$ cat config.mk
export PLATFORM = sky130hd
export DESIGN_NAME = wb_daq_channel
export DESIGN_NICKNAME = d
export VERILOG_FILES = /design/src/rtl/wb_daq_channel.sv
export SDC_FILE = /design/constraint.sdc
export NUM_CORES = 1
export LEC_CHECK = 0
export CORE_UTILIZATION = 33
export CTS_CLUSTER_DIAMETER = 200
export DETAILED_ROUTE_END_ITERATION = 7
export PLACE_DENSITY_LB_ADDON = 0.1
export SETUP_SLACK_MARGIN = 0.2
export SLEW_MARGIN = 10
export SYNTH_ARGS = -nofsm -noshare
export SYNTH_HDL_FRONTEND = slang
export SYNTH_SLANG_ARGS = --single-unit
$ cat constraint.sdc
create_clock -name wb_clk -period 2.9 [get_ports wb_clk]
set_clock_uncertainty 0.05 [all_clocks]
set_input_delay 0.29 -clock wb_clk [delete_from_list [all_inputs] [get_ports wb_clk]]
set_output_delay 0.29 -clock wb_clk [all_outputs]
set_load 0.02 [all_outputs]
$ cat src/rtl/wb_daq_channel.sv
// DAQ channel data mover: ADC samples -> FIFO -> Wishbone B3 single writes.
// Optional `DAQ_CHANNEL_PACK_EN packs two 16-bit samples per 32-bit word.
module wb_daq_channel #(
  parameter int aw      = 32,
  parameter int dw      = 32,
  parameter int FIFO_AW = 3
) (
  input  logic          wb_clk,
  input  logic          wb_rst,
  input  logic [31:0]   control_reg,
  input  logic [31:0]   address_reg,
  output logic [31:0]   status_reg,
  input  logic          sample_valid,
  input  logic [15:0]   sample_data,
  output logic          done_irq,
  output logic [aw-1:0] wb_adr_o,
  output logic [dw-1:0] wb_dat_o,
  output logic [3:0]    wb_sel_o,
  output logic          wb_we_o,
  output logic          wb_cyc_o,
  output logic          wb_stb_o,
  output logic [2:0]    wb_cti_o,
  output logic [1:0]    wb_bte_o,
  input  logic [dw-1:0] wb_dat_i,
  input  logic          wb_ack_i,
  input  logic          wb_err_i,
  input  logic          wb_rty_i
);

  localparam int DEPTH = 1 << FIFO_AW;

  typedef enum logic [1:0] {
    IDLE  = 2'd0,
    ARM   = 2'd1,
    WRITE = 2'd2,
    GAP   = 2'd3
  } state_t;

  state_t state, state_d;

  logic          en_q, en_qq, rise;
  logic [aw-1:0] base;
  logic [15:0]   length, count;
  logic          circ;
  logic          busy, done, overflow, bus_err;

  logic          start, zstart, wr_ack, wr_err;
  logic          blk_done, stop, flush;

  logic [dw-1:0]    mem [DEPTH];
  logic [FIFO_AW:0] wr_ptr, rd_ptr;
  logic             empty, full;
  logic             push_req, push_ok, pop;
  logic [31:0]      push_word;
  logic [dw-1:0]    head;

  logic unused_in;
  assign unused_in = ^{wb_dat_i, control_reg[15:2], address_reg[1:0]};

  assign rise  = en_q & ~en_qq;
  assign empty = (wr_ptr == rd_ptr);
  assign full  = (wr_ptr == {~rd_ptr[FIFO_AW], rd_ptr[FIFO_AW-1:0]});
  assign head  = mem[rd_ptr[FIFO_AW-1:0]];
  assign pop   = wr_ack;
  assign flush = stop | start | zstart;
  // A pop in the same cycle frees the slot the push needs.
  assign push_ok = push_req & (~full | pop);

`ifdef DAQ_CHANNEL_PACK_EN
  logic        half;
  logic [15:0] pack_lo;

  assign push_req  = sample_valid & busy & half;
  assign push_word = {sample_data, pack_lo};

  always_ff @(posedge wb_clk) begin
    if (!wb_rst) begin
      half    <= 1'b0;
      pack_lo <= 16'h0;
    end else if (flush) begin
      half <= 1'b0;
    end else if (sample_valid && busy) begin
      if (!half) pack_lo <= sample_data;
      half <= ~half;
    end
  end
`else
  assign push_req  = sample_valid & busy;
  assign push_word = {16'h0, sample_data};
`endif

  always_ff @(posedge wb_clk) begin
    if (push_ok && !flush)
      mem[wr_ptr[FIFO_AW-1:0]] <= push_word;
  end

  always_comb begin
    state_d  = state;
    start    = 1'b0;
    zstart   = 1'b0;
    wr_ack   = 1'b0;
    wr_err   = 1'b0;
    blk_done = 1'b0;
    stop     = 1'b0;
    unique case (state)
      IDLE: begin
        if (rise) begin
          if (control_reg[31:16] == 16'h0) begin
            zstart = 1'b1;
          end else begin
            start   = 1'b1;
            state_d = ARM;
          end
        end
      end
      ARM: begin
        if (!control_reg[0]) begin
          stop    = 1'b1;
          state_d = IDLE;
        end else if (!empty) begin
          state_d = WRITE;
        end
      end
      WRITE: begin
        if (wb_err_i) begin
          wr_err  = 1'b1;
          stop    = 1'b1;
          state_d = IDLE;
        end else if (wb_ack_i) begin
          wr_ack  = 1'b1;
          state_d = GAP;
        end else if (wb_rty_i) begin
          state_d = GAP;
        end
      end
      GAP: begin
        if (count == length) begin
          blk_done = 1'b1;
          state_d  = circ ? ARM : IDLE;
        end else if (control_reg[0]) begin
          state_d = ARM;
        end else begin
          stop    = 1'b1;
          state_d = IDLE;
        end
      end
      default: state_d = IDLE;
    endcase
  end

  always_ff @(posedge wb_clk) begin
    if (!wb_rst) begin
      state    <= IDLE;
      // Enable held high through reset must not look like a new edge.
      en_q     <= control_reg[0];
      en_qq    <= control_reg[0];
      base     <= '0;
      length   <= 16'h0;
      count    <= 16'h0;
      circ     <= 1'b0;
      busy     <= 1'b0;
      done     <= 1'b0;
      overflow <= 1'b0;
      bus_err  <= 1'b0;
      done_irq <= 1'b0;
      wr_ptr   <= '0;
      rd_ptr   <= '0;
    end else begin
      state    <= state_d;
      en_q     <= control_reg[0];
      en_qq    <= en_q;
      done_irq <= zstart | blk_done;
      if (start || zstart) begin
        base     <= {address_reg[aw-1:2], 2'b00};
        length   <= control_reg[31:16];
        circ     <= control_reg[1];
        count    <= 16'h0;
        done     <= zstart;
        overflow <= 1'b0;
        bus_err  <= 1'b0;
      end
      if (start) busy <= 1'b1;
      if (wr_ack) count <= count + 16'd1;
      if (wr_err) bus_err <= 1'b1;
      if (blk_done) begin
        done <= 1'b1;
        if (circ) count <= 16'h0;
        else      busy  <= 1'b0;
      end
      if (stop) busy <= 1'b0;
      if (push_req && full && !pop) overflow <= 1'b1;
      if (flush) begin
        wr_ptr <= '0;
        rd_ptr <= '0;
      end else begin
        if (push_ok) wr_ptr <= wr_ptr + 1'b1;
        if (pop)     rd_ptr <= rd_ptr + 1'b1;
      end
    end
  end

  logic in_wr;
  assign in_wr = (state == WRITE);

  assign wb_cyc_o = in_wr;
  assign wb_stb_o = in_wr;
  assign wb_we_o  = in_wr;
  assign wb_sel_o = in_wr ? 4'hF : 4'h0;
  assign wb_cti_o = 3'b000;
  assign wb_bte_o = 2'b00;
  assign wb_adr_o = in_wr ? base + aw'({count, 2'b00}) : '0;
  assign wb_dat_o = in_wr ? head : '0;

  assign status_reg = {count, 12'h0, bus_err, overflow, done, busy};

endmodule
==> results.md <==
- Status: complete, but fails checks
- Failing checks: negative setup slack
- Worst hold path type: input pin to flop
- Clock Tree Root: clkbuf_16
- H-tree levels: 1
- Post-synth top area share: 0.385
- Synth unique cells: 63
- Leakage: 5.05 nW
- Final Instance Area: 13,900 um^2
- Ys Warns: 0
- Post-route ant nets: 0
- Vias in the first global route: 7,144
- Total CTS buffers: 24
- Critical path arrival: 2.94 ns
- Setup-failing EPs final: 16
- Drt initial violations: 270
- Clock transition at path regs: 0.06 ns
- Drt drc: 0
- PortBufs: 143
- Die height: 176 um
- Async set-reset flop share out of synthesis: 0
- Max Clk Rate: 305 MHz
- Sequential-to-total area share from yosys stat: 0.551
- Fin. max-slew vios: 0
- Top cells by area, synth: edfxtp_1, dfxtp_1, mux4_2
- # diodes: 0
- Peak VDD IR: 0.000429 V
- Power Dens Cells: 483 nW/um^2
- Mapped Area: 9990 um^2
- GPL Wtd Cong: 0.764
- Die area: 31,000 um^2
- Commonest non-fill, non-tap cell in the layout: nand2_1
- Max clock buf depth: 3
- I/O pin cnt: 227
- HPWL Detailed: 17,400 um
- Ys flop type: edfxtp_1
- Dpl cell area: 12,300 um^2
- Rows: 63
- Setup crit start kind: flop
- Mean post-synth cell area: 11.6 um^2
- Inst Count DP: 1,427
- Fin worst setup slack: -0.383 ns
- Slew of the pin with the lowest slew margin: 0.598 ns
- Vias after detailed routing: 7,139
- Syn Inst Count: 863
- WS Path Type: flop to output pin
- Worst-Skew Late Latency: 0.51 ns
- Number of synthesized flops with an enable pin: 128
- Post-route clock period utilization: 1.13
- Global-route wire length before repair: 40,100 um
- Synth-to-Final Area Change: 39.1%
- Largest net degree at the start of global routing: 54
- Clock Sinks: 211
- Minimum clock period: 3.28 ns
- Relative slew slack: 0.602
- Synth area leader: edfxtp_1
- Starting Density: 0.336
- Final non-filler cell total: 1,506
- CP Capture Type: output pin
- Drt total wl: 26,200 um
- Via density: 4.74
- Congestion Overflow GR: 0
- Core Area: 29,700 um^2
- Die X: 176 um
- # Max-Cap Violations: 0
- Initial antenna violation count: 0
- Post-CTS Hold Buffers: 0
- Yosys reg bits: 211
- RSZ-0062 raised after global routing: true
- Hold Fails Final Rpt: 0
- CP Max Fanout: 3
- Share of layout cells above drive strength 1: 0.286
- WL/cell: 17.4 um
- Most used cells in the layout excluding fill and tap cells: nand2_1, edfxtp_1, buf_4
- CP Data Required Time: 2.56 ns
- GRT Util Overall: 0.167
- Final nets: 1,242
- 1st-pass router iterations: 4
- TritonCTS clock tree: yes
-- logic make-up (layout without fill, tap and decap cells) --
family	Yosys count	after routing	synth area share
and+or+nand+nor	302	302	0.141
DFF	211	211	0.551
AOI/OAI and AO/OA	125	125	0.0852
buffers and inverters	99	318	0.0561
muxes	60	60	0.101
xor gates and xnor gates	45	45	0.0394
adders and majority gates	20	20	0.0258
other	1	35	0.000375
-- where the power goes --
group	switching, mW	total (mW)	leakage, nW	internal [mW]
Clock	1.14	2.86	0.358	1.72
Sequential	0.0477	3.28	1.84	3.23
Combinational	0.320	0.577	2.85	0.258
-- Yosys cell counts, types with 3 or more instances --
cell type,n
a21boi_0,48
a21o_1,7
a21oi_1,29
and2_1,3
and3_1,9
buf_1,4
buf_2,7
buf_4,46
clkbuf_1,28
dfxtp_1,83
edfxtp_1,128
ha_1,19
inv_1,13
mux2_1,5
mux2i_1,21
mux4_2,32
nand2_1,130
nand2b_1,6
nand3_1,16
nand3b_1,3
nand4_1,8
nor2_1,74
nor2b_1,5
nor3_1,15
nor4_1,9
o21a_1,3
o21ai_0,18
or3_1,10
xnor2_1,17
xor2_1,28
-- stage by stage --
step	hold WS, ns	power, mW	setup TNS (ns)	setup WS (ns)	util
3_5_place_dp	0.398	3.88	-4.42	-0.403	0.414
5_1_grt	0.222	6.98	-6.16	-0.496	0.468
2_1_floorplan	0.268	3.66	0	0.0332	-
6_report	0.223	6.71	-3.89	-0.383	0.468
4_1_cts	0.209	6.79	-4.00	-0.378	0.454
3_3_place_gp	0.395	3.88	-4.08	-0.377	0.414
-- repair_timing --
action | in CTS | in global routing
resized for setup | 219 | 64
endpoints found under the setup margin | 148 | 146
cloned | 0 | 3
setup buffers | 27 | 11
pin swaps | 49 | 33
-- worst paths after layout --
kind	startpoint	endpoint	depth (start not counted)	slack, ns
min reg2reg	en_q	en_qq	2	0.41
min	wb_rst	en_qq	2	0.22
max reg2reg	count[7]	mem[0][14]	9	0.20
max	count[0]	wb_adr_o[10]	10	-0.38
-- final cells by class --
cell class                      instances  area, um^2
Clock buffer                           34         689
Inverter                               13        48.8
Clock inverter                          4        42.5
Fill cell                            2754       15800
Multi-Input combinational cell        587        4540
Sequential cell                       211        5540
Timing Repair Buffer                  267        2550
Tap cell                              390         488
-- critical path, cell delays in order, from the launching register on --
cell and delay (ns):
dfxtp_4 0.35, ha_4 0.15, inv_2 0.05, fa_2 0.22, nor2b_4 0.05, o31a_1 0.30, o311a_1 0.36, buf_4 0.16
buf_6 0.12, a211oi_1 0.36, clkdlybuf4s15_2 0.32
-- routing by layer --
metal	track usage	vias to the layer above	share of wire
li1	-	3499	-
met1	0.215	3462	0.45
met4	0.0406	0	0.017
met2	0.293	150	0.49
met3	0.0261	28	0.042
met5	0	-	0
-- flip-flops by register name (all words and copies together) (netlist names), 2 cells and up, named ones only --
signal / flops
length: 16
count: 16
mem: 128
rd_ptr: 4
base: 30
wr_ptr: 4
state: 2
Note: power is estimated with default switching activity, not from simulation.
